File: config.mk
export PLATFORM = sky130hd
export DESIGN_NAME = logic_op_unit
export DESIGN_NICKNAME = d
export VERILOG_FILES = /design/src/rtl/logic_op_pkg.sv /design/src/rtl/logic_op_fifo.sv /design/src/rtl/logic_op_unit.sv
export SDC_FILE = /design/constraint.sdc
export NUM_CORES = 1
export LEC_CHECK = 0
export CORE_MARGIN = 3
export CORE_UTILIZATION = 27
export CTS_BUF_LIST = sky130_fd_sc_hd__clkbuf_4
export CTS_CLUSTER_SIZE = 28
export DETAILED_ROUTE_END_ITERATION = 8
export PLACE_DENSITY = 0.55
export SETUP_SLACK_MARGIN = 0.15
export SYNTH_ARGS = -nofsm -noshare
export SYNTH_HDL_FRONTEND = slang
export SYNTH_SLANG_ARGS = --single-unit
File: constraint.sdc
create_clock -name clk -period 5 [get_ports clk]
set_input_delay 1 -clock clk [delete_from_list [all_inputs] [get_ports clk]]
set_output_delay 1 -clock clk [all_outputs]
set_load 0.005 [all_outputs]
File: src/rtl/logic_op_pkg.sv
// rtl/logic_op_pkg.sv - shared types and bitwise helpers for the logic op unit
//    op_e        : operation select (AND, OR, XOR, ANDN)
//    acc_state_e : accumulate FSM states
//    apply_op    : one result bit of a OP b
//    fold_op     : one bit of the burst fold of x with y
package logic_op_pkg;

   typedef enum logic [1:0] {
      OP_AND  = 2'b00,
      OP_OR   = 2'b01,
      OP_XOR  = 2'b10,
      OP_ANDN = 2'b11
   } op_e;

   typedef enum logic {
      ACC_IDLE = 1'b0,
      ACC_BUSY = 1'b1
   } acc_state_e;

   function automatic logic apply_op(input op_e op, input logic a, input logic b);
      logic r;
      case (op)
         OP_AND:  r = a & b;
         OP_OR:   r = a | b;
         OP_XOR:  r = a ^ b;
         OP_ANDN: r = a & ~b;
         default: r = a & b;
      endcase
      return r;
   endfunction

   // ANDN folds with AND: a burst of masked terms keeps only bits set in every term.
   function automatic logic fold_op(input op_e op, input logic x, input logic y);
      logic r;
      case (op)
         OP_OR:   r = x | y;
         OP_XOR:  r = x ^ y;
         default: r = x & y;
      endcase
      return r;
   endfunction

endpackage

File: src/rtl/logic_op_fifo.sv
// rtl/logic_op_fifo.sv - circular result buffer with occupancy count
//    push/push_data : write one entry (ignored when full)
//    pop            : drop head entry (ignored when empty)
//    full/empty     : occupancy flags
//    count          : number of stored entries
//    head           : oldest entry, or last popped value while empty
module logic_op_fifo #(
   parameter int WIDTH = 8,
   parameter int DEPTH = 4
) (
   input  logic                       clk,
   input  logic                       rst_n,
   input  logic                       push,
   input  logic [WIDTH-1:0]           push_data,
   input  logic                       pop,
   output logic                       full,
   output logic                       empty,
   output logic [$clog2(DEPTH+1)-1:0] count,
   output logic [WIDTH-1:0]           head
);

   localparam int AW = $clog2(DEPTH);
   localparam int CW = $clog2(DEPTH+1);

   logic [WIDTH-1:0] mem_q [DEPTH];
   logic [AW-1:0]    rd_ptr_q, rd_ptr_d;
   logic [AW-1:0]    wr_ptr_q, wr_ptr_d;
   logic [CW-1:0]    count_q, count_d;
   logic [WIDTH-1:0] hold_q, hold_d;
   logic             push_ok, pop_ok;

   assign full    = (count_q == CW'(DEPTH));
   assign empty   = (count_q == '0);
   assign push_ok = push & ~full;
   assign pop_ok  = pop & ~empty;

   always_comb begin
      rd_ptr_d = rd_ptr_q;
      wr_ptr_d = wr_ptr_q;
      count_d  = count_q;
      hold_d   = hold_q;
      // DEPTH is a power of two, so pointer overflow is the modulo wrap.
      if (push_ok) wr_ptr_d = wr_ptr_q + AW'(1);
      if (pop_ok) begin
         rd_ptr_d = rd_ptr_q + AW'(1);
         hold_d   = mem_q[rd_ptr_q];
      end
      case ({push_ok, pop_ok})
         2'b10:   count_d = count_q + CW'(1);
         2'b01:   count_d = count_q - CW'(1);
         default: count_d = count_q;
      endcase
   end

   always_ff @(posedge clk or negedge rst_n) begin
      if (!rst_n) begin
         rd_ptr_q <= '0;
         wr_ptr_q <= '0;
         count_q  <= '0;
         hold_q   <= '0;
      end else begin
         rd_ptr_q <= rd_ptr_d;
         wr_ptr_q <= wr_ptr_d;
         count_q  <= count_d;
         hold_q   <= hold_d;
      end
   end

   // Storage needs no reset: it is only visible through head when non-empty.
   always_ff @(posedge clk) begin
      if (push_ok) mem_q[wr_ptr_q] <= push_data;
   end

   // Keep the last delivered value on the output once drained.
   assign count = count_q;
   assign head  = empty ? hold_q : mem_q[rd_ptr_q];

endmodule

File: src/rtl/logic_op_unit.sv
// rtl/logic_op_unit.sv - selectable bitwise op with burst accumulate and output FIFO
//    in_valid/in_ready       : operand beat handshake
//    in_a/in_b/in_op         : operands and operation
//    in_acc/in_last          : accumulate burst membership and end marker
//    out_valid/out_ready     : result handshake
//    out_data/out_count      : FIFO head and occupancy
//    busy                    : accumulate burst open
module logic_op_unit
   import logic_op_pkg::*;
#(
   parameter int WIDTH = 8,
   parameter int DEPTH = 4
) (
   input  logic                       clk,
   input  logic                       rst_n,
   input  logic                       in_valid,
   output logic                       in_ready,
   input  logic [WIDTH-1:0]           in_a,
   input  logic [WIDTH-1:0]           in_b,
   input  logic [1:0]                 in_op,
   input  logic                       in_acc,
   input  logic                       in_last,
   output logic                       out_valid,
   input  logic                       out_ready,
   output logic [WIDTH-1:0]           out_data,
   output logic [$clog2(DEPTH+1)-1:0] out_count,
   output logic                       busy
);

   acc_state_e       state_q, state_d;
   logic [WIDTH-1:0] acc_q, acc_d;
   op_e              op_q, op_d;

   op_e              op_use;
   logic [WIDTH-1:0] r;
   logic [WIDTH-1:0] folded;
   logic             accept;
   logic             push;
   logic [WIDTH-1:0] push_data;
   logic             fifo_full, fifo_empty;

   assign accept = in_valid & in_ready;

   // Mid-burst beats reuse the op captured on the opening beat.
   assign op_use = (state_q == ACC_BUSY && in_acc) ? op_q : op_e'(in_op);

   always_comb begin
      r      = '0;
      folded = '0;
      for (int i = 0; i < WIDTH; i++) begin
         r[i]      = apply_op(op_use, in_a[i], in_b[i]);
         folded[i] = fold_op(op_q, acc_q[i], r[i]);
      end
   end

   always_comb begin
      state_d   = state_q;
      acc_d     = acc_q;
      op_d      = op_q;
      push      = 1'b0;
      push_data = r;
      if (accept) begin
         if (!in_acc) begin
            push = 1'b1;
         end else begin
            case (state_q)
               ACC_IDLE: begin
                  if (in_last) begin
                     push = 1'b1;
                  end else begin
                     op_d    = op_e'(in_op);
                     acc_d   = r;
                     state_d = ACC_BUSY;
                  end
               end
               ACC_BUSY: begin
                  if (in_last) begin
                     push      = 1'b1;
                     push_data = folded;
                     acc_d     = '0;
                     state_d   = ACC_IDLE;
                  end else begin
                     acc_d = folded;
                  end
               end
               default: state_d = ACC_IDLE;
            endcase
         end
      end
   end

   always_ff @(posedge clk or negedge rst_n) begin
      if (!rst_n) begin
         state_q <= ACC_IDLE;
         acc_q   <= '0;
         op_q    <= OP_AND;
      end else begin
         state_q <= state_d;
         acc_q   <= acc_d;
         op_q    <= op_d;
      end
   end

   logic_op_fifo #(
      .WIDTH (WIDTH),
      .DEPTH (DEPTH)
   ) u_fifo (
      .clk       (clk),
      .rst_n     (rst_n),
      .push      (push),
      .push_data (push_data),
      .pop       (out_valid & out_ready),
      .full      (fifo_full),
      .empty     (fifo_empty),
      .count     (out_count),
      .head      (out_data)
   );

   // Not pop-aware: a full FIFO refuses a beat even while its head is leaving.
   assign in_ready  = ~fifo_full;
   assign out_valid = ~fifo_empty;
   assign busy      = (state_q == ACC_BUSY);

endmodule

==> run metrics, run 1 <==
Critical Path Source in_acc; Die Ht 121.1 um; Critical Path RT 5.09 ns; final wirelength 6919 um; GRT Total Usage 10.14%; mean post-synth cell area 11.84 um2; row cnt 41; Top Ports 38; final period utilization 77.01%; Final Setup Violations 0; clock sinks 58; Die W 121.1 um; Worst slew margin 60.95%; Final min period 3.850 ns; biggest area consumer among synthesized cells edfxtp_1; post-route DRC violation count 0; RSZ-0062 raised after global routing no; critical path's slowest cell ha_1; Multi-input gate area 1708 um2; pwr/cell area 544.8 nW/um2; maxcap violations 0; fin util 33.42%; insertion delay to the later sink of the worst-skew pair 0.39 ns; initial antenna violation count 0; worst hold path type reg -> reg; CP dominant cell by count ha_1; Leak Pwr 1.896 nW; largest net degree at the start of global routing 27; drt first pass iters 4; Critical R2R Capture u_fifo.mem_q[0][7]; Starting Density 27.99%; Synth-to-Final Area Change 19.43%; Core Region 12770 um2; fin nets 399; IR drop worst, VDD 0.1566 mV; total congestion overflow 0; fill count 1256; worst hold slack 0.5105 ns; vias per inst 4.375; TritonCTS Buffers 9; Netlist cell types 35; Mapped Nets 361; Reg clk slew, reported paths 0.09 ns; start point of the worst hold path u_fifo.hold_q[7]; worst r2r path cells 10; synthesized instance count 302; worst r2r src busy; reg2reg setup slack 1.67 ns; Pins Over Slew Limit 0; postcts setup bufs 0; startpoint types input port; drt initial violations 60; Worst Tran Pin Value 0.5857 ns; setup TNS 0 ns; outcome complete, no violations; post-CTS sizing 0; Final Hold Violating Endpoints 0; slowest stage delay, CP 0.52 ns; Post-CTS Hold Buffers 0; post-route antenna net violation count 0; placer's final routability congestion estimate 0.7053; ys async rst share 44.83%; share of cells above drive strength 1 13.62%; DP HPWL 5032 um; EDFF count, synth 32; IO buf count 37; prevailing post-synth register cell edfxtp_1; CP endpoint kind flip-flop; via count 2262; antenna diode count 0; Seq/Total Area, Yosys 45.08%; vias in the first global route 2264; CTS HTree Levels 3; CTS root buffer clkbuf_4; critical path peak fanout 8; Mapped Area 3575 um2; Yosys reg bits 58; Hold Crit Depth 1; hold endpoint u_fifo.hold_q[7]; CTS max path bufs 2; WL/cell 13.38 um; first-pass GRT wire length 11630 um; kind of critical path in -> reg; crit-path cells clkdlybuf4s50_1 -> nand2_1 -> o21ai_0 -> ha_1 -> xor2_1 -> nand3_1 -> o21a_1 -> ha_1 -> and2_1 -> o31ai_1 -> mux2i_1; storage element area 1612 um2; CTS tree built; die area 14660 um2; crit path DAT 3.94 ns; clock skew 0.02079 ns; fmax 0.2597 GHz; Yosys warnings 0; share of the synthesized area in the top cell type 26.88%; Area contributors post-synth edfxtp_1, dfrtp_1, ha_1
placed cells by master (no fill, tap or decap), drive strengths merged, types with 6 or more instances in the layout:
cell	n
a22oi	8
clkdlybuf4s50	37
clkbuf	11
inv	52
o31ai	8
mux2i	9
nor2	10
xor2	11
nor2b	9
mux2	19
edfxtp	32
mux4	8
nand3	9
ha	34
nand2	6
o21a	8
and2	13
nand2b	8
a221o	8
dfrtp	26
worst max-delay path, delay by kind of cell:
| family | cells | cell delay (ns) |
|---|---|---|
| compound gates | 3 | 0.86 |
| buf+inv | 1 | 0.50 |
| fa+ha+maj | 2 | 0.79 |
| mux | 1 | 0.24 |
| simple gates | 3 | 0.35 |
| xor+xnor | 1 | 0.19 |
worst max-delay path by stage:
stage | to | slack, ns
2_1_floorplan | acc_q[5] | 1.77
3_3_place_gp | u_fifo.mem_q[0][1] | 0.84
3_5_place_dp | u_fifo.mem_q[0][7] | 0.75
4_1_cts | u_fifo.mem_q[0][7] | 1.18
5_1_grt | u_fifo.mem_q[1][7] | 0.88
6_report | u_fifo.mem_q[0][7] | 1.15
cell families (layout without fill, tap and decap cells):
logic type	after synthesis	in the layout	synth area share, %
buffers and inverters	63	106	7.140
and+or+nand+nor	60	60	9.626
DFF	58	58	45.08
AOI/OAI and AO/OA	36	36	7.981
muxes	36	36	14.28
adders and majority gates	35	35	12.46
xor gates and xnor gates	14	14	3.430
area by class of cell:
type / instances / share of cell area, %
clock buffer: 11 / 1.934
clock inverter: 5 / 1.846
sequential: 58 / 37.75
tap: 172 / 5.041
inverter: 52 / 4.572
timing repair buffer: 38 / 8.851
multi-input combinational: 181 / 40.01
cell usage after synthesis, types with 7 or more instances:
cell type / instances
inv_1: 52
ha_1: 34
edfxtp_1: 32
dfrtp_1: 26
and2_1: 12
mux2_2: 12
xor2_1: 11
nor2_1: 10
mux2i_1: 9
nor2b_1: 9
a221o_1: 8
a22oi_1: 8
mux4_2: 8
nand2b_1: 8
nand3_1: 8
o21a_1: 8
o31ai_1: 8
mux2_4: 7
layer usage:
metal	global-route usage [%]	routed length [um]	vias to the layer above
met1	13.43	3329	1079
met4	3.116	93	0
li1	-	-	1125
met2	16.43	3210	48
met5	0	0	-
met3	2.424	286	10
per-stage QoR:
step / setup slack [ns] / area, um2 / total power [mW] / instances
2_1_floorplan: 1.768 / 3575 / 1.600 / 302
3_3_place_gp: 0.8367 / 4108 / 1.929 / 501
3_5_place_dp: 0.7460 / 4108 / 1.971 / 501
4_1_cts: 1.180 / 4269 / 2.363 / 517
5_1_grt: 0.8822 / 4269 / 2.536 / 517
6_report: 1.150 / 4269 / 2.326 / 517
power breakdown:
group	internal (mW)	leakage [nW]	switching, mW
Clock	0.213	0.0807	0.171
Sequential	0.699	0.616	0.124
Combinational	0.597	1.20	0.522
Total	1.51	1.90	0.817
state kept, by name (all words and copies together) (netlist names):
| register | count |
|---|---|
| u_fifo.mem_q | 32 |
| acc_q | 8 |
| u_fifo.hold_q | 8 |
| u_fifo.count | 3 |
| op_q | 2 |
| u_fifo.rd_ptr_q | 2 |
| u_fifo.wr_ptr_q | 2 |
| busy | 1 |
Power figures use the tool's default switching activity.
==> run 2: changes to the inputs <==
==> constraint.sdc (replaced) <==
create_clock -name clk -period 3.6 [get_ports clk]
set_input_delay 0.72 -clock clk [delete_from_list [all_inputs] [get_ports clk]]
set_output_delay 0.72 -clock clk [all_outputs]
set_load 0.005 [all_outputs]
==> run metrics, run 2 (synthesis results as in run 1) <==
total congestion overflow 0; Post-CTS Hold Buffers 0; final wirelength 6862 um; post-route DRC violation count 0; Placed Cells 512; Top Ports 38; first-pass GRT wire length 11590 um; Leak Pwr 1.930 nW; commonest non-fill, non-tap cell in the layout inv_1; register bank with the most flops u_fifo.mem_q; Final Setup Violations 0; worst r2r src busy; CTS tree built; CTS max path bufs 2; RSZ-0062 raised after global routing yes; worst r2r path cells 12; DP HPWL 5008 um; largest net degree at the start of global routing 27; family with the most delay on the worst path buffers and inverters; pre-CTS setup slack -0.06766 ns; slowest stage delay, CP 0.51 ns; postcts setup bufs 0; Non-Filler Instances 528; CTS root buffer clkbuf_4; Core Region 12770 um2; worst hold path type reg -> reg; outcome complete, no violations; CP endpoint kind flip-flop; Reg clk slew, reported paths 0.10 ns; fin worst setup slack 0.3183 ns; drt initial violations 77; WP depth 13; Starting Density 27.99%; WL/cell 13.00 um; critical path peak fanout 8; vias per inst 4.258; Critical Path Source in_acc; Pins Over Slew Limit 0; clock skew 0.01162 ns; worst hold slack 0.5167 ns; max reg flops 32; crit-path cells clkdlybuf4s50_1 -> nand2_1 -> mux2i_2 -> inv_1 -> ha_1 -> buf_12 -> xor2_1 -> nand3_1 -> o21a_1 -> ha_1 -> and2_1 -> o31ai_1 -> mux2i_1; antenna diode count 0; critical path's slowest cell clkdlybuf4s50_1; die area 14660 um2; TritonCTS Buffers 9; maxcap violations 0; Critical Path RT 3.67 ns; fin util 34.13%; commonest cells after routing, fill and taps aside inv_1, clkdlybuf4s50_1, ha_1, edfxtp_1, dfrtp_1; pwr/cell area 744.8 nW/um2; placer's final routability congestion estimate 0.6925; fmax 0.3047 GHz; kind of critical path in -> reg; initial antenna violation count 0; crit path capture u_fifo.mem_q[3][7]; IR drop worst, VDD 0.2251 mV; Final min period 3.282 ns; startpoint types input port; Pwr Total 3.247 mW; fin area 4359 um2; Final Hold Violating Endpoints 0; Die Ht 121.1 um; via count 2248; Critical R2R Capture u_fifo.mem_q[3][7]; final period utilization 91.16%; insertion delay to the later sink of the worst-skew pair 0.37 ns; vias in the first global route 2299; post-route antenna net violation count 0; biggest registers after layout u_fifo.mem_q x32, acc_q x8, u_fifo.hold_q x8; clock sinks 58; GRT Total Usage 9.879%; Worst Tran Pin Value 0.6107 ns; reg2reg setup slack 0.59 ns; drt first pass iters 4; Die W 121.1 um; Buf/Inv on CP 3; fill count 1274; Synth-to-Final Area Change 21.95%; CTS HTree Levels 3; fin nets 410; crit path DAT 3.35 ns; CP dominant cell by count ha_1; setup TNS 0 ns; share of cells above drive strength 1 17.70%; row cnt 41; IO buf count 37; Cell Area, Placed 4203 um2; Worst slew margin 59.28%
==> run 2: cell types whose count changed in the layout (fill, tap and decap cells not counted), sizes merged <==
cell,previous run,this run
buf,1,12
clkinv,1,3
clkinvlp,2,0
bufinv,2,1
clkbuf,11,12
==> run 2: layout make-up <==
type / count / area, um2 / area share (%)
Multi-Input combinational cell: 181 / 1732 / 39.72
Timing Repair Buffer: 49 / 473.0 / 10.85
Sequential cell: 58 / 1612 / 36.97
Inverter: 52 / 195.2 / 4.478
Clock buffer: 12 / 90.09 / 2.067
Clock inverter: 4 / 42.54 / 0.9759
Tap cell: 172 / 215.2 / 4.937
==> run 2: per-layer routing <==
metal	part of all wire [%]	up-vias	track usage, %
li1	-	1139	-
met1	49	1058	13.43
met2	47	44	16.26
met3	3.1	7	1.259
met4	0.89	0	3.399
met5	0	-	0
==> run 2: worst min-delay path by stage <==
stage / startpoint / slack, ns / depth (start not counted) / endpoint
after floorplan: rst_n / 0.42 / 0 / acc_q[0]
after global placement: u_fifo.hold_q[7] / 0.49 / 1 / u_fifo.hold_q[7]
after detailed placement: u_fifo.hold_q[5] / 0.49 / 1 / u_fifo.hold_q[5]
after CTS: u_fifo.hold_q[7] / 0.52 / 1 / u_fifo.hold_q[7]
after global routing: u_fifo.hold_q[7] / 0.52 / 1 / u_fifo.hold_q[7]
final: u_fifo.hold_q[7] / 0.52 / 1 / u_fifo.hold_q[7]
==> run 2: power breakdown <==
part	internal [mW]	leakage [nW]	switching, mW
Clock	0.231	0.0764	0.224
Combinational	0.904	1.24	0.736
Sequential	0.970	0.616	0.182
Total	2.11	1.93	1.14
==> run 2: timing repair <==
| action | in CTS | in global routing |
|---|---|---|
| endpoints found under the hold margin | 0 | 0 |
| gates resized for setup | 0 | 7 |
| endpoints found under the setup margin | 0 | 31 |
